$ cat config.mk
export PLATFORM = sky130hd
export DESIGN_NAME = sp_sync_memory
export DESIGN_NICKNAME = d
export VERILOG_FILES = /design/src/rtl/sp_sync_memory.sv
export SDC_FILE = /design/constraint.sdc
export NUM_CORES = 1
export LEC_CHECK = 0
export BUFFER_PORTS_ARGS = -buffer_cell sky130_fd_sc_hd__buf_2
export CORE_AREA = 3 3 61 63
export DETAILED_ROUTE_END_ITERATION = 10
export DIE_AREA = 0 0 64 66
export PLACE_DENSITY = 0.78
export SYNTH_ARGS = -nofsm -noshare
export SYNTH_HDL_FRONTEND = slang
export SYNTH_SLANG_ARGS = --single-unit
$ cat constraint.sdc
create_clock -name clk -period 1.65 [get_ports clk]
set_clock_uncertainty 0.1 [all_clocks]
set_input_delay 0.0825 -clock clk [delete_from_list [all_inputs] [get_ports clk]]
set_output_delay 0.0825 -clock clk [all_outputs]
set_load 0.01 [all_outputs]
$ cat src/rtl/sp_sync_memory.sv
`default_nettype none
// ============================================================================
// Module      : sp_sync_memory
// Description : Single-port synchronous scratch memory of DEPTH words by
//               DATA_WIDTH bits. It has separate write and read enables, one
//               shared address, and a registered read port with one clock of
//               latency. When a read and a write hit the same edge, the read
//               returns the old word. A synchronous active-low reset clears
//               every word and the read register.
// Revision    : 1.0 - initial release
// ============================================================================
module sp_sync_memory #(
    parameter int ADDR_WIDTH = 2,
    parameter int DATA_WIDTH = 8,
    parameter int DEPTH      = 2 ** ADDR_WIDTH
) (
    input  logic                  clk,
    input  logic                  reset,
    input  logic [ADDR_WIDTH-1:0] addr,
    input  logic                  wr_en,
    input  logic                  rd_en,
    input  logic [DATA_WIDTH-1:0] wdata,
    output logic [DATA_WIDTH-1:0] rdata
);

    // Storage is a plain register array so that reset can clear it.
    logic [DATA_WIDTH-1:0] r_mem [DEPTH];
    logic [DATA_WIDTH-1:0] r_rdata;

    // Reset clears everything. Otherwise the read samples the pre-edge word,
    // which gives read-before-write when both enables are high together.
    always_ff @(posedge clk) begin
        if (!reset) begin
            for (int i = 0; i < DEPTH; i++) begin
                r_mem[i] <= '0;
            end
            r_rdata <= '0;
        end else begin
            if (wr_en) begin
                r_mem[addr] <= wdata;
            end
            if (rd_en) begin
                r_rdata <= r_mem[addr];
            end
        end
    end

    assign rdata = r_rdata;

endmodule
`default_nettype wire

# == Word level (Yosys, flattened, before mapping) ==
# Memory sizes are Yosys's and may differ from the RTL's. A register that Yosys moved wholly into a read port is not among the register bits.
# Index checks and enable logic that the tools add are counted.
# word_totals
inputBits,14
register_bits,0
wordCells,10
out_inout_bits,8
n_memories,1
ramBits,32
# classes
muxes,7
n_reduce_logical,2
# memory_table
memory,depth,word_bits,rd,rd_clocked_by_memory_dff,write_ports,line,source
r_mem,4,8,1,1,4,27,logic [DATA_WIDTH-1:0] r_mem [DEPTH];
# ops
op,n
8-bit two-way mux,1
8-bit OR reduction,1
1-bit two-way mux,5
2-bit two-way mux,1
1-bit logical NOT,1

# == Logic depth before layout (Yosys ltp) ==
# Gate-level depths: netlist of the first run.
# depth
word_depth,5
ltp_mapped,4
mapped_depth_nobuf,2

# == Worst setup path after synthesis of the first run ==
# No wires, ideal clock.
# synth_timing
path_kind,input -> register
start,in addr[0]
end,mem r_mem[0][0] (enable)
stages,3
n_path_buf,1
required_ns,1.216
slack_ns,0.376
setup_ns,0.334
t_arrival_ns,0.840
cell_sequence,buf_6 -> and4bb_4 -> nand2b_1
# synth_lines
item,line,source
"start, declared",19,"input logic [ADDR_WIDTH-1:0] addr,"
"end, declared",27,

==> impl_results.html, run 1 <==
<table>
<tr><th>Metric</th><th>Value</th></tr>
<tr><th colspan="2">Synth</th></tr>
<tr><td>Net count after synthesis</td><td>136</td></tr>
<tr><td>Top post-synthesis cells by area</td><td>edfxtp_1, dfxtp_1, mux2i_1</td></tr>
<tr><td>Synth Flop Type</td><td>edfxtp_1</td></tr>
<tr><td>Sequential share of the synthesized area</td><td>64.0%</td></tr>
<tr><td>Post-synth top area share</td><td>54.9%</td></tr>
<tr><td>Post-Syn Area</td><td>1750 sq um</td></tr>
<tr><td>Cells after Synth</td><td>122</td></tr>
<tr><td>Number of flops mapped to enable cells by yosys</td><td>32</td></tr>
<tr><td>Mean post-synth cell area</td><td>14.3 sq um</td></tr>
<tr><td>Post-synthesis cell type count</td><td>18</td></tr>
<tr><td>Total of warnings raised by yosys</td><td>0</td></tr>
<tr><td>Cell types with the highest counts after synthesis</td><td>edfxtp_1, and2_1, mux2i_1</td></tr>
<tr><td>Most used standard cell by instance count after synthesis</td><td>edfxtp_1</td></tr>
<tr><td>Count of state elements after synthesis</td><td>40</td></tr>
<tr><td>Synth async-reset ratio</td><td>0%</td></tr>
<tr><td>Largest area contributor in the synthesized netlist</td><td>edfxtp_1</td></tr>
<tr><th colspan="2">Power</th></tr>
<tr><td>Leakage power summed over all cells</td><td>0.845 nW</td></tr>
<tr><td>Switching component of the power</td><td>0.462 mW</td></tr>
<tr><td>Total power density per cell area</td><td>988 nW/um^2</td></tr>
<tr><td>Portion of total power attributed to combinational logic</td><td>9.8%</td></tr>
<tr><td>Internal portion of total power</td><td>1.57 mW</td></tr>
<tr><td>Proportion of power drawn by the clock network</td><td>31.6%</td></tr>
<tr><td>Switching fraction of total power</td><td>22.7%</td></tr>
<tr><td>Peak VDD IR</td><td>722 uV</td></tr>
<tr><td>Sequential share of power</td><td>58.6%</td></tr>
<tr><th colspan="2">STA</th></tr>
<tr><td>Accumulated negative setup slack</td><td>0 ns</td></tr>
<tr><td>Number of slew-limit violations in the final report</td><td>0</td></tr>
<tr><td>Final Hold Viols</td><td>0</td></tr>
<tr><td>Unrepaired setup endpoints after global routing</td><td>no</td></tr>
<tr><td>Slew headroom</td><td>70.0%</td></tr>
<tr><td>Final setup violation count</td><td>0</td></tr>
<tr><td>Final period demand of the worst path</td><td>1.53 ns</td></tr>
<tr><td>Highest attainable clock frequency</td><td>654 MHz</td></tr>
<tr><td>Final clock period utilization by the worst path</td><td>92.7%</td></tr>
<tr><td>Tightest Pin Transition</td><td>0.450 ns</td></tr>
<tr><th colspan="2">Setup path</th></tr>
<tr><td>Critical path origin</td><td>reset</td></tr>
<tr><td>Destination of the worst register-to-register timing path</td><td>rdata[5]</td></tr>
<tr><td>Worst stage delay on the critical path</td><td>0.51 ns</td></tr>
<tr><td>Endpoint of the most critical setup path</td><td>r_mem[0][2]</td></tr>
<tr><td>Required time of the worst setup path</td><td>1.57 ns</td></tr>
<tr><td>Worst path depth</td><td>4</td></tr>
<tr><td>R2R setup slack</td><td>0.66 ns</td></tr>
<tr><td>Kind of end point of the critical path</td><td>flop</td></tr>
<tr><td>Cell type of the slowest stage on the worst timing path</td><td>dlygate4sd3_1</td></tr>
<tr><td>Worst Setup Path Type</td><td>in -&gt; reg</td></tr>
<tr><td>CP startpoint kind</td><td>input pin</td></tr>
<tr><td>Worst-path fanout max</td><td>10</td></tr>
<tr><td>Top delay family on crit path</td><td>buffers and inverters</td></tr>
<tr><td>Crit path DAT</td><td>1.45 ns</td></tr>
<tr><td>Worst path cell trace</td><td>dlygate4sd3_1, buf_2, and4bb_4, nand2b_1</td></tr>
<tr><td>Reg-to-Reg Start</td><td>r_mem[3][5]</td></tr>
<tr><td>Number of buffers and inverters on the critical path</td><td>2</td></tr>
<tr><td>Count of cells along the worst register-to-register path</td><td>2</td></tr>
<tr><th colspan="2">Clocking</th></tr>
<tr><td>Sink Count</td><td>40</td></tr>
<tr><td>Clock transition at the registers of the reported paths</td><td>0.12 ns</td></tr>
<tr><td>Root buffer selected by CTS</td><td>clkbuf_4</td></tr>
<tr><td>Number of buffers inserted to repair setup after CTS</td><td>0</td></tr>
<tr><td>CTS Buf Count</td><td>5</td></tr>
<tr><td>Maximum root-to-sink buffer count</td><td>2</td></tr>
<tr><td>Clock network latency to the later pin of the worst-skew pair</td><td>0.35 ns</td></tr>
<tr><td>Number of H-tree levels</td><td>2</td></tr>
<tr><td>CTS tree</td><td>built</td></tr>
<tr><th colspan="2">Global route</th></tr>
<tr><td>Vias in the first global route</td><td>1121</td></tr>
<tr><td>Maximum number of pins on one net before global-route repair</td><td>17</td></tr>
<tr><td>First-pass GRT wire length</td><td>5730 um</td></tr>
<tr><td>Total congestion overflow</td><td>0</td></tr>
<tr><td>Total global routing track utilization</td><td>19.1%</td></tr>
<tr><td>Antenna violations before repair</td><td>0</td></tr>
<tr><th colspan="2">Flow run</th></tr>
<tr><td>Number of maximum-capacitance constraint violations</td><td>0</td></tr>
<tr><th colspan="2">Die</th></tr>
<tr><td>Die outline area</td><td>4220 sq um</td></tr>
<tr><td>Width of the die</td><td>64 um</td></tr>
<tr><td>Die Span Y</td><td>66 um</td></tr>
<tr><td>Placement Rows</td><td>21</td></tr>
<tr><td>Ports</td><td>22</td></tr>
<tr><td>Initial core utilization</td><td>53.3%</td></tr>
<tr><td>Area inside the core boundary</td><td>3280 sq um</td></tr>
<tr><th colspan="2">Route</th></tr>
<tr><td>TritonRoute pass-1 iters</td><td>4</td></tr>
<tr><td>Number of remaining DRC errors</td><td>0</td></tr>
<tr><td>Initial detailed-routing violation count</td><td>43</td></tr>
<tr><td>DR vias/cell</td><td>5.42</td></tr>
<tr><td>Total number of vias</td><td>1100</td></tr>
<tr><td>Routed wire length</td><td>3570 um</td></tr>
<tr><td>Post-route antenna net violation count</td><td>0</td></tr>
<tr><td>Routed wirelength normalized by instance count</td><td>17.6 um</td></tr>
<tr><th colspan="2">Place</th></tr>
<tr><td>Half-perimeter wire length after placement</td><td>2520 um</td></tr>
<tr><td>Port Buffer Count</td><td>21</td></tr>
<tr><td>Instance area at placement</td><td>1890 sq um</td></tr>
<tr><td>Routability cong.</td><td>0.805</td></tr>
<tr><th colspan="2">Hold path</th></tr>
<tr><td>Path category of the worst min-delay check</td><td>in -&gt; reg</td></tr>
<tr><th colspan="2">Outcome</th></tr>
<tr><td>Result of the run</td><td>finished clean</td></tr>
<tr><th colspan="2">Finish</th></tr>
<tr><td>Post-Layout Inst Area</td><td>2060 sq um</td></tr>
<tr><td>Post-synthesis to final-layout area growth</td><td>17.6%</td></tr>
<tr><td>Fraction of layout cells with a size suffix above 1</td><td>22.3%</td></tr>
<tr><td>Antenna cells</td><td>0</td></tr>
<tr><td>Net count of the finished layout</td><td>170</td></tr>
</table>
## power by group through the flow
stage               Combinational [mW]  Clock [mW]  Sequential, mW
finish                           0.199       0.642            1.19
global route                     0.215       0.704            1.20
CTS                              0.198       0.648            1.19
detailed placement               0.182           0            1.22
global placement                 0.175           0            1.21
floorplan                        0.107           0            1.21
## worst min path at each step
stage / startpoint / cells after the start / end / slack, ns
after floorplan: wdata[0] / 1 / r_mem[0][0] / 0.18
after global placement: wdata[1] / 2 / r_mem[1][1] / 0.33
after detailed placement: wdata[3] / 2 / r_mem[1][3] / 0.32
after CTS: rd_en / 3 / rdata[1] / 0.05
after global routing: rd_en / 3 / rdata[2] / 0.04
final: rd_en / 3 / rdata[3] / 0.06
## cells by family after synthesis
logic type	share of synthesized area (%)
compound gates	4.00
buf+inv	3.57
flops	64.0
mux	9.15
simple gates	19.2
## tightest hold or removal path: cells and delay by family
kind                   cells  cell delay, ns
buffers and inverters      1            0.16
AND/OR/NAND/NOR            1            0.17
AO/OA/AOI/OAI              1            0.07
## flip-flops by register name (all words and copies together) (netlist names)
register	count
r_mem	32
rdata	8
## layer usage
layer / GRT usage [%] / vias up / share of wire [%]
li1: - / 529 / -
met1: 23.7 / 530 / 42
met2: 31.5 / 36 / 51
met3: 5.95 / 5 / 6.3
met4: 6.74 / 0 / 1.2
met5: 0 / - / 0
## final cells by class
type                    instances  area [sq um]
fillers                       256          1230
clock inverters                 3          42.5
flip-flops and latches         40          1120
repair buffers                 35           233
well taps                      46          57.6
clock buffers                   5          37.5
multi-input cells              74           567
## stage by stage
stage | worst slack, ns | cells | utilization [%] | hold slack, ns | power (mW)
6_report | 0.120 | 203 | 62.7 | 0.0633 | 2.03
5_1_grt | 0.0950 | 203 | 62.7 | 0.0445 | 2.12
4_1_cts | 0.135 | 203 | 62.7 | 0.0518 | 2.04
3_5_place_dp | 0.261 | 186 | 57.5 | 0.320 | 1.40
3_3_place_gp | 0.317 | 186 | 57.5 | 0.326 | 1.39
2_1_floorplan | 0.376 | 122 | - | 0.181 | 1.32
## repair_timing
action	4_1_cts	5_1_grt
endpoints found under the hold margin	28	0
resized for setup	0	0
hold buffers	9	0
## placed cells by master (no fill, tap or decap), drive strengths merged, types with 2 or more instances in the layout
| master | n |
|---|---|
| clkbuf | 5 |
| dlygate4sd3 | 9 |
| o221ai | 8 |
| and4b | 2 |
| mux2i | 16 |
| nand3b | 9 |
| and3 | 8 |
| dfxtp | 8 |
| buf | 26 |
| edfxtp | 32 |
| nand2b | 3 |
| nand3 | 2 |
| and2 | 24 |
Power figures use the tool's default switching activity.
==> run 2, diff against run 1 <==
GPL_TIMING_DRIVEN = 0   (was not set)
==> run 2 against run 1 <==
Non-clock buffer count up 1. Worst hold slack better by 0.042 ns. Sequential power about the same. Wire length down 4.8%. Final cell count up 0.49%. First-iteration DRC count up 53%. Core utilization down 0.34 points. Worst setup slack better by 0.29 ns. Critical endpoint is now r_mem[0][7]. Highest routed layer unchanged.
==> impl_results.html, run 2 (synthesis results as in run 1) <==
<table>
<tr><th>Metric</th><th>Value</th></tr>
<tr><th colspan="2">Setup path</th></tr>
<tr><td>Cell type of the slowest stage on the worst timing path</td><td>and4bb_4</td></tr>
<tr><td>R2R setup slack</td><td>0.72 ns (+0.06 ns)</td></tr>
<tr><td>Worst stage delay on the critical path</td><td>0.41 ns (-0.10 ns)</td></tr>
<tr><td>Critical path origin</td><td>addr[0]</td></tr>
<tr><td>Worst-path fanout max</td><td>10 (unchanged)</td></tr>
<tr><td>Required time of the worst setup path</td><td>1.56 ns (about the same)</td></tr>
<tr><td>CP startpoint kind</td><td>input pin</td></tr>
<tr><td>Endpoint of the most critical setup path</td><td>r_mem[0][7]</td></tr>
<tr><td>Kind of end point of the critical path</td><td>flop</td></tr>
<tr><td>Top delay family on crit path</td><td>simple AND/OR/NAND/NOR gates</td></tr>
<tr><td>Worst path cell trace</td><td>buf_2, buf_6, and4bb_4, nand2b_1</td></tr>
<tr><td>Crit path DAT</td><td>1.15 ns (-0.30 ns)</td></tr>
<tr><td>Number of buffers and inverters on the critical path</td><td>2 (unchanged)</td></tr>
<tr><td>Reg-to-Reg Start</td><td>r_mem[3][6]</td></tr>
<tr><td>Worst Setup Path Type</td><td>in -&gt; reg</td></tr>
<tr><td>Destination of the worst register-to-register timing path</td><td>rdata[6]</td></tr>
<tr><td>Count of cells along the worst register-to-register path</td><td>2 (unchanged)</td></tr>
<tr><td>Worst path depth</td><td>4 (unchanged)</td></tr>
<tr><th colspan="2">Finish</th></tr>
<tr><td>Max FFs per register</td><td>32 (unchanged)</td></tr>
<tr><td>Post-synthesis to final-layout area growth</td><td>16.9%</td></tr>
<tr><td>Top library cells by usage in the layout, fill and taps aside</td><td>edfxtp_1, and2_1, buf_2, mux2i_1, nand3b_1</td></tr>
<tr><td>Fraction of layout cells with a size suffix above 1</td><td>21.5% (-0.77 points)</td></tr>
<tr><td>Antenna cells</td><td>0 (unchanged)</td></tr>
<tr><td>Net count of the finished layout</td><td>171 (+0.59%)</td></tr>
<tr><td>Fill cell total of the finished layout</td><td>245 (-4.3%)</td></tr>
<tr><td>Register ranked first by flip-flop count</td><td>r_mem</td></tr>
<tr><td>Most frequent standard cell in the layout excluding fill and tap cells</td><td>edfxtp_1</td></tr>
<tr><td>Post-Layout Inst Area</td><td>2050 sq um (-0.55%)</td></tr>
<tr><th colspan="2">STA</th></tr>
<tr><td>Number of slew-limit violations in the final report</td><td>0 (unchanged)</td></tr>
<tr><td>Slew headroom</td><td>69.1% (-0.88 points)</td></tr>
<tr><td>Final clock period utilization by the worst path</td><td>75.3% (-17 points)</td></tr>
<tr><td>Final period demand of the worst path</td><td>1.24 ns (-0.288 ns)</td></tr>
<tr><td>Tightest Pin Transition</td><td>0.463 ns (+0.0133 ns)</td></tr>
<tr><td>Final setup violation count</td><td>0 (unchanged)</td></tr>
<tr><td>Final Hold Viols</td><td>0 (unchanged)</td></tr>
<tr><td>Highest attainable clock frequency</td><td>805 MHz (+23%)</td></tr>
<tr><td>Accumulated negative setup slack</td><td>0 ns (unchanged)</td></tr>
<tr><td>Unrepaired setup endpoints after global routing</td><td>no</td></tr>
<tr><th colspan="2">Route</th></tr>
<tr><td>Initial detailed-routing violation count</td><td>66 (+53%)</td></tr>
<tr><td>Total number of vias</td><td>1146 (+4.2%)</td></tr>
<tr><td>Number of remaining DRC errors</td><td>0 (unchanged)</td></tr>
<tr><td>Post-route antenna net violation count</td><td>0 (unchanged)</td></tr>
<tr><td>Routed wire length</td><td>3400 um (-4.8%)</td></tr>
<tr><td>Routed wirelength normalized by instance count</td><td>16.7 um (-5.3%)</td></tr>
<tr><td>DR vias/cell</td><td>5.62 (+3.7%)</td></tr>
<tr><td>TritonRoute pass-1 iters</td><td>5 (+1)</td></tr>
<tr><th colspan="2">Die</th></tr>
<tr><td>Die Span Y</td><td>66 um (unchanged)</td></tr>
<tr><td>Die outline area</td><td>4220 sq um (unchanged)</td></tr>
<tr><td>Initial core utilization</td><td>53.3% (unchanged)</td></tr>
<tr><td>Area inside the core boundary</td><td>3280 sq um (unchanged)</td></tr>
<tr><td>Ports</td><td>22 (unchanged)</td></tr>
<tr><td>Placement Rows</td><td>21 (unchanged)</td></tr>
<tr><td>Width of the die</td><td>64 um (unchanged)</td></tr>
<tr><th colspan="2">Power</th></tr>
<tr><td>Total power density per cell area</td><td>927 nW/um^2 (-6.2%)</td></tr>
<tr><td>Leakage power summed over all cells</td><td>0.842 nW (-0.30%)</td></tr>
<tr><td>Peak VDD IR</td><td>452 uV (-37%)</td></tr>
<tr><td>Final Power</td><td>1.90 mW (-6.7%)</td></tr>
<tr><th colspan="2">Global route</th></tr>
<tr><td>Maximum number of pins on one net before global-route repair</td><td>12 (-5)</td></tr>
<tr><td>Total congestion overflow</td><td>0 (unchanged)</td></tr>
<tr><td>Antenna violations before repair</td><td>0 (unchanged)</td></tr>
<tr><td>Vias in the first global route</td><td>1166 (+4.0%)</td></tr>
<tr><td>Total global routing track utilization</td><td>18.0% (-1.1 points)</td></tr>
<tr><td>First-pass GRT wire length</td><td>5360 um (-6.5%)</td></tr>
<tr><th colspan="2">Clocking</th></tr>
<tr><td>Number of H-tree levels</td><td>2 (unchanged)</td></tr>
<tr><td>Post-cts repair resize count</td><td>0 (unchanged)</td></tr>
<tr><td>Clock network latency to the later pin of the worst-skew pair</td><td>0.35 ns (about the same)</td></tr>
<tr><td>Root buffer selected by CTS</td><td>clkbuf_4</td></tr>
<tr><td>CTS tree</td><td>built</td></tr>
<tr><td>Clock transition at the registers of the reported paths</td><td>0.11 ns (about the same)</td></tr>
<tr><td>Sink Count</td><td>40 (unchanged)</td></tr>
<tr><td>Maximum root-to-sink buffer count</td><td>2 (unchanged)</td></tr>
<tr><td>CTS Buf Count</td><td>5 (unchanged)</td></tr>
<tr><th colspan="2">Hold path</th></tr>
<tr><td>Path category of the worst min-delay check</td><td>in -&gt; reg</td></tr>
<tr><td>Worst hold path stage count</td><td>3 (unchanged)</td></tr>
<tr><th colspan="2">Place</th></tr>
<tr><td>Routability cong.</td><td>0.771 (-4.2%)</td></tr>
<tr><td>Instance area at placement</td><td>1910 sq um (+1.1%)</td></tr>
<tr><td>Half-perimeter wire length after placement</td><td>2270 um (-9.6%)</td></tr>
<tr><td>Port Buffer Count</td><td>20 (-4.8%)</td></tr>
<tr><th colspan="2">Flow run</th></tr>
<tr><td>Number of maximum-capacitance constraint violations</td><td>0 (unchanged)</td></tr>
<tr><th colspan="2">Outcome</th></tr>
<tr><td>Result of the run</td><td>finished clean</td></tr>
</table>
[run 2: repair_timing]
action                                 4_1_cts  5_1_grt
buffers inserted                             0        0
endpoints found under the hold margin       31        0
hold buffers                                 8        0
[run 2: layer usage]
layer  global-route usage [%]  up-vias  share of wire [%]
li1                         -      531                  -
met1                     19.6      558                 40
met2                     30.7       43                 51
met3                     3.57       14                4.9
met4                     14.0        0                4.4
met5                        0        -                  0
[run 2: worst min path at each step]
stage / from / endpoint / slack (ns)
2_1_floorplan: wdata[0] / r_mem[0][0] / 0.18
3_3_place_gp: wdata[5] / r_mem[0][5] / 0.30
3_5_place_dp: wdata[3] / r_mem[2][3] / 0.30
4_1_cts: rd_en / rdata[2] / 0.1
5_1_grt: rd_en / rdata[2] / 0.10
6_report: rd_en / rdata[2] / 0.10
[run 2: per-stage QoR]
stage | utilization, % | cells | worst slack (ns) | hold WS (ns)
6_report | 62.3 | 204 | 0.408 | 0.105
5_1_grt | 62.3 | 204 | 0.372 | 0.103
4_1_cts | 62.3 | 204 | 0.415 | 0.0995
3_5_place_dp | 58.1 | 188 | 0.0420 | 0.302
3_3_place_gp | 58.1 | 188 | 0.0680 | 0.299
2_1_floorplan | - | 122 | 0.376 | 0.181
[run 2: final cells by class]
type / count / area (sq um) / share of cell area (%)
repair buffers: 28 / 180 / 8.80
well taps: 46 / 57.6 / 2.81
flip-flops and latches: 40 / 1120 / 54.8
plain buffers: 8 / 62.6 / 3.06
multi-input cells: 74 / 567 / 27.7
clock buffers: 8 / 58.8 / 2.87
[run 2: power breakdown]
part | total (mW) | switching (mW) | internal [mW]
Clock | 0.507 | 0.297 | 0.210
Combinational | 0.201 | 0.110 | 0.0917
Sequential | 1.19 | 0.0232 | 1.17
[run 2: tightest hold or removal path: cells and delay by family]
kind	cells	cell delay, ns
buffers and inverters	1	0.18
AO/OA/AOI/OAI	1	0.07
AND/OR/NAND/NOR	1	0.20
==> run 3, diff against run 2 <==
ABC_AREA = 1   (was not set)
CORE_AREA = 3 3 62 64   (was 3 3 61 63)
DIE_AREA = 0 0 65 67   (was 0 0 64 66)
PLACE_DENSITY = 0.77   (was 0.78)
clock period = 1.2 ns   (was 1.65 ns; I/O delays follow)
==> run 3 against run 2 <==
Die area grew 3.1%. Sequential cell count is the same. Wire length grew 4.6%. First-iteration DRC count grew 1.5%. Core utilization grew 1.8 points. Via count grew 9.8%. Power grew 53%. Register-to-register slack lost 0.45 ns. Clock power grew 82%. Synthesized cell count grew 39%. Count of clock-buffer cells in the layout shrank 2. Final cell count grew 25%. Largest power group unchanged. Highest routed layer unchanged.
==> impl_results.html, run 3 <==
<table>
<tr><th>Metric</th><th>Value</th></tr>
<tr><th colspan="2">Setup path</th></tr>
<tr><td>Worst-path fanout max</td><td>10 (unchanged)</td></tr>
<tr><td>CP startpoint kind</td><td>input pin</td></tr>
<tr><td>Kind of end point of the critical path</td><td>flop</td></tr>
<tr><td>Crit path DAT</td><td>1.01 ns (-0.14 ns)</td></tr>
<tr><td>Worst Setup Path Type</td><td>in -&gt; reg</td></tr>
<tr><td>Required time of the worst setup path</td><td>1.13 ns (-0.43 ns)</td></tr>
<tr><th colspan="2">Hold path</th></tr>
<tr><td>Path category of the worst min-delay check</td><td>in -&gt; reg</td></tr>
<tr><th colspan="2">Power</th></tr>
<tr><td>Sequential share of power</td><td>56.4% (-6.3 points)</td></tr>
<tr><td>Total power density per cell area</td><td>1350 nW/um^2 (+46%)</td></tr>
<tr><td>Switching fraction of total power</td><td>23.3% (+0.70 points)</td></tr>
<tr><td>Peak VDD IR</td><td>850 uV (+88%)</td></tr>
<tr><td>Portion of total power attributed to combinational logic</td><td>11.7% (+1.1 points)</td></tr>
<tr><td>Switching component of the power</td><td>0.677 mW (+58%)</td></tr>
<tr><td>Proportion of power drawn by the clock network</td><td>31.8% (+5.1 points)</td></tr>
<tr><td>Internal portion of total power</td><td>2.22 mW (+51%)</td></tr>
<tr><td>Leakage power summed over all cells</td><td>0.928 nW (+10%)</td></tr>
<tr><th colspan="2">Place</th></tr>
<tr><td>Port Buffer Count</td><td>21 (+5.0%)</td></tr>
<tr><td>Worst slack, placed</td><td>-0.261 ns (-0.303 ns)</td></tr>
<tr><td>Routability cong.</td><td>0.766 (-0.66%)</td></tr>
<tr><td>Half-perimeter wire length after placement</td><td>2550 um (+12%)</td></tr>
<tr><td>Instance area at placement</td><td>1960 sq um (+2.5%)</td></tr>
<tr><th colspan="2">Synth</th></tr>
<tr><td>Synth Flop Type</td><td>edfxtp_1</td></tr>
<tr><td>Most used standard cell by instance count after synthesis</td><td>nand2_1</td></tr>
<tr><td>Parity-gate share of the synthesized area counting xor and xnor cells</td><td>0% (unchanged)</td></tr>
<tr><td>Adder-cell share of the synthesized area</td><td>0% (unchanged)</td></tr>
<tr><td>Sequential share of the synthesized area</td><td>62.5% (-1.5 points)</td></tr>
<tr><td>Largest area contributor in the synthesized netlist</td><td>edfxtp_1</td></tr>
<tr><td>Number of flops mapped to enable cells by yosys</td><td>32 (unchanged)</td></tr>
<tr><td>Post-synth top area share</td><td>53.6% (-1.3 points)</td></tr>
<tr><td>Post-Syn Area</td><td>1790 sq um (+2.4%)</td></tr>
<tr><td>Net count after synthesis</td><td>184 (+35%)</td></tr>
<tr><td>Mux share of post-synthesis cell area</td><td>0% (-9.1 points)</td></tr>
<tr><td>Total of warnings raised by yosys</td><td>0 (unchanged)</td></tr>
<tr><td>Area fraction in and, or, nand and nor cells after synthesis</td><td>26.2% (+7.0 points)</td></tr>
<tr><td>Mean post-synth cell area</td><td>10.5 sq um (-26%)</td></tr>
<tr><td>Area fraction in compound gates after synthesis</td><td>6.14% (+2.1 points)</td></tr>
<tr><td>Dominant combinational cell family by area after synthesis</td><td>simple AND/OR/NAND/NOR gates</td></tr>
<tr><td>Synth async-reset ratio</td><td>0% (unchanged)</td></tr>
<tr><td>Post-synthesis cell type count</td><td>18 (unchanged)</td></tr>
<tr><td>Cells after Synth</td><td>170 (+39%)</td></tr>
<tr><td>Top post-synthesis cells by area</td><td>edfxtp_1, dfxtp_1, nand2_1</td></tr>
<tr><td>Cell types with the highest counts after synthesis</td><td>nand2_1, edfxtp_1, nor2_1</td></tr>
<tr><td>Count of state elements after synthesis</td><td>40 (unchanged)</td></tr>
<tr><th colspan="2">Die</th></tr>
<tr><td>Placement Rows</td><td>21 (unchanged)</td></tr>
<tr><td>Die Span Y</td><td>67 um (+1.5%)</td></tr>
<tr><td>Width of the die</td><td>65 um (+1.6%)</td></tr>
<tr><td>Ports</td><td>22 (unchanged)</td></tr>
<tr><td>Initial core utilization</td><td>53.7% (+0.44 points)</td></tr>
<tr><td>Die outline area</td><td>4360 sq um (+3.1%)</td></tr>
<tr><td>Area inside the core boundary</td><td>3340 sq um (+1.6%)</td></tr>
<tr><th colspan="2">STA</th></tr>
<tr><td>Final setup violation count</td><td>0 (unchanged)</td></tr>
<tr><td>Unrepaired setup endpoints after global routing</td><td>no</td></tr>
<tr><td>Tightest Pin Transition</td><td>0.354 ns (-0.109 ns)</td></tr>
<tr><td>Final period demand of the worst path</td><td>1.08 ns</td></tr>
<tr><td>Final Hold Viols</td><td>0 (unchanged)</td></tr>
<tr><td>Final clock period utilization by the worst path</td><td>90.2%</td></tr>
<tr><td>Highest attainable clock frequency</td><td>924 MHz</td></tr>
<tr><td>Worst Slack Setup Final</td><td>0.118 ns (-0.291 ns)</td></tr>
<tr><td>Number of slew-limit violations in the final report</td><td>0 (unchanged)</td></tr>
<tr><td>Slew headroom</td><td>76.3% (+7.2 points)</td></tr>
<tr><td>Accumulated negative setup slack</td><td>0 ns (unchanged)</td></tr>
<tr><th colspan="2">Outcome</th></tr>
<tr><td>Result of the run</td><td>finished clean</td></tr>
<tr><th colspan="2">Route</th></tr>
<tr><td>Total number of vias</td><td>1258 (+9.8%)</td></tr>
<tr><td>Post-route antenna net violation count</td><td>0 (unchanged)</td></tr>
<tr><td>TritonRoute pass-1 iters</td><td>4 (-1)</td></tr>
<tr><td>Routed wire length</td><td>3560 um (+4.6%)</td></tr>
<tr><td>DR vias/cell</td><td>4.93 (-12%)</td></tr>
<tr><td>Initial detailed-routing violation count</td><td>67 (+1.5%)</td></tr>
<tr><td>Number of remaining DRC errors</td><td>0 (unchanged)</td></tr>
<tr><td>Routed wirelength normalized by instance count</td><td>13.9 um (-16%)</td></tr>
<tr><th colspan="2">Finish</th></tr>
<tr><td>Max FFs per register</td><td>32 (unchanged)</td></tr>
<tr><td>Post-synthesis to final-layout area growth</td><td>19.4%</td></tr>
<tr><td>Net count of the finished layout</td><td>222 (+30%)</td></tr>
<tr><td>Most frequent standard cell in the layout excluding fill and tap cells</td><td>nand2_1</td></tr>
<tr><td>Register ranked first by flip-flop count</td><td>r_mem</td></tr>
<tr><td>Top library cells by usage in the layout, fill and taps aside</td><td>nand2_1, nor2_1, edfxtp_1, buf_2, nand3_1</td></tr>
<tr><td>Fraction of layout cells with a size suffix above 1</td><td>27.8% (+6.2 points)</td></tr>
<tr><td>Antenna cells</td><td>0 (unchanged)</td></tr>
<tr><td>Post-Layout Inst Area</td><td>2140 sq um (+4.6%)</td></tr>
<tr><td>Fill cell total of the finished layout</td><td>284 (+16%)</td></tr>
<tr><td>Fraction of the core area covered by cells at the end of the flow</td><td>64.2% (+1.8 points)</td></tr>
<tr><th colspan="2">Flow run</th></tr>
<tr><td>Number of maximum-capacitance constraint violations</td><td>0 (unchanged)</td></tr>
<tr><th colspan="2">Clocking</th></tr>
<tr><td>Clock transition at the registers of the reported paths</td><td>0.12 ns (about the same)</td></tr>
<tr><td>Number of H-tree levels</td><td>2 (unchanged)</td></tr>
<tr><td>Number of buffers inserted to repair setup after CTS</td><td>0 (unchanged)</td></tr>
<tr><td>Sink Count</td><td>40 (unchanged)</td></tr>
<tr><td>Post-cts repair resize count</td><td>0 (unchanged)</td></tr>
<tr><td>Clock network latency to the later pin of the worst-skew pair</td><td>0.35 ns (about the same)</td></tr>
<tr><td>CTS tree</td><td>built</td></tr>
<tr><td>CTS Buf Count</td><td>5 (unchanged)</td></tr>
<tr><td>Root buffer selected by CTS</td><td>clkbuf_4</td></tr>
<tr><td>Maximum root-to-sink buffer count</td><td>2 (unchanged)</td></tr>
<tr><th colspan="2">Global route</th></tr>
<tr><td>Total global routing track utilization</td><td>18.3% (+0.28 points)</td></tr>
<tr><td>Antenna violations before repair</td><td>0 (unchanged)</td></tr>
<tr><td>Maximum number of pins on one net before global-route repair</td><td>13 (+1)</td></tr>
<tr><td>Vias in the first global route</td><td>1192 (+2.2%)</td></tr>
<tr><td>First-pass GRT wire length</td><td>5780 um (+7.9%)</td></tr>
<tr><td>Total congestion overflow</td><td>0 (unchanged)</td></tr>
</table>
-- run 3: power by group through the flow --
stage | Clock, mW | Combinational, mW | Sequential [mW]
after global placement | 0 | 0.306 | 1.66
final | 0.923 | 0.340 | 1.64
after detailed placement | 0 | 0.315 | 1.67
after floorplan | 0 | 0.202 | 1.67
after global routing | 0.983 | 0.378 | 1.65
after CTS | 0.932 | 0.340 | 1.64
-- run 3: critical path, cell delays in order --
cell and delay (ns):
buf_2 0.11, buf_6 0.17, buf_12 0.15, nand4_4 0.18, nand2_1 0.34
-- run 3: worst paths after layout --
| kind | from | endpoint | slack, ns | cells after the start |
|---|---|---|---|---|
| worst min-delay path | addr[0] | rdata[0] | 0.08 | 6 |
| worst max-delay path | addr[0] | r_mem[1][6] | 0.12 | 5 |
| worst min register to register | rdata[5] | rdata[5] | 0.45 | 2 |
| worst max register to register | r_mem[1][6] | rdata[6] | 0.27 | 4 |
-- run 3: what timing repair did --
item | CTS | global route
hold buffers | 10 | 0
endpoints found under the hold margin | 39 | 0
setup endpoints to repair | 0 | 0
-- run 3: per-layer routing --
metal | track usage (%) | vias up | share of wire, %
met5 | 0 | - | 0
met2 | 30.4 | 35 | 49
li1 | - | 637 | -
met3 | 4.22 | 2 | 5.2
met1 | 23.4 | 584 | 45
met4 | 6.33 | 0 | 0.37
-- run 3: through the flow --
| stage | total power, mW | hold slack, ns | std cells |
|---|---|---|---|
| after global placement | 1.97 | 0.301 | 237 |
| after global routing | 3.01 | 0.0924 | 255 |
| after floorplan | 1.87 | 0.117 | 170 |
| final | 2.90 | 0.0822 | 255 |
| after detailed placement | 1.98 | 0.309 | 237 |
| after CTS | 2.91 | 0.0842 | 255 |
-- run 3: logic make-up after synthesis --
kind of cell           Yosys count
AO/OA/AOI/OAI                   16
AND/OR/NAND/NOR                 98
buffers and inverters           16
flip-flops                      40
-- run 3: area by class of cell --
class,instances,area (sq um),share of cell area (%)
plain buffers,6,53.8,2.51
clock buffers,6,51.3,2.40
clock inverters,2,33.8,1.58
inverters,10,37.5,1.75
multi-input cells,114,581,27.1
flip-flops and latches,40,1120,52.4
well taps,46,57.6,2.69
repair buffers,31,205,9.59
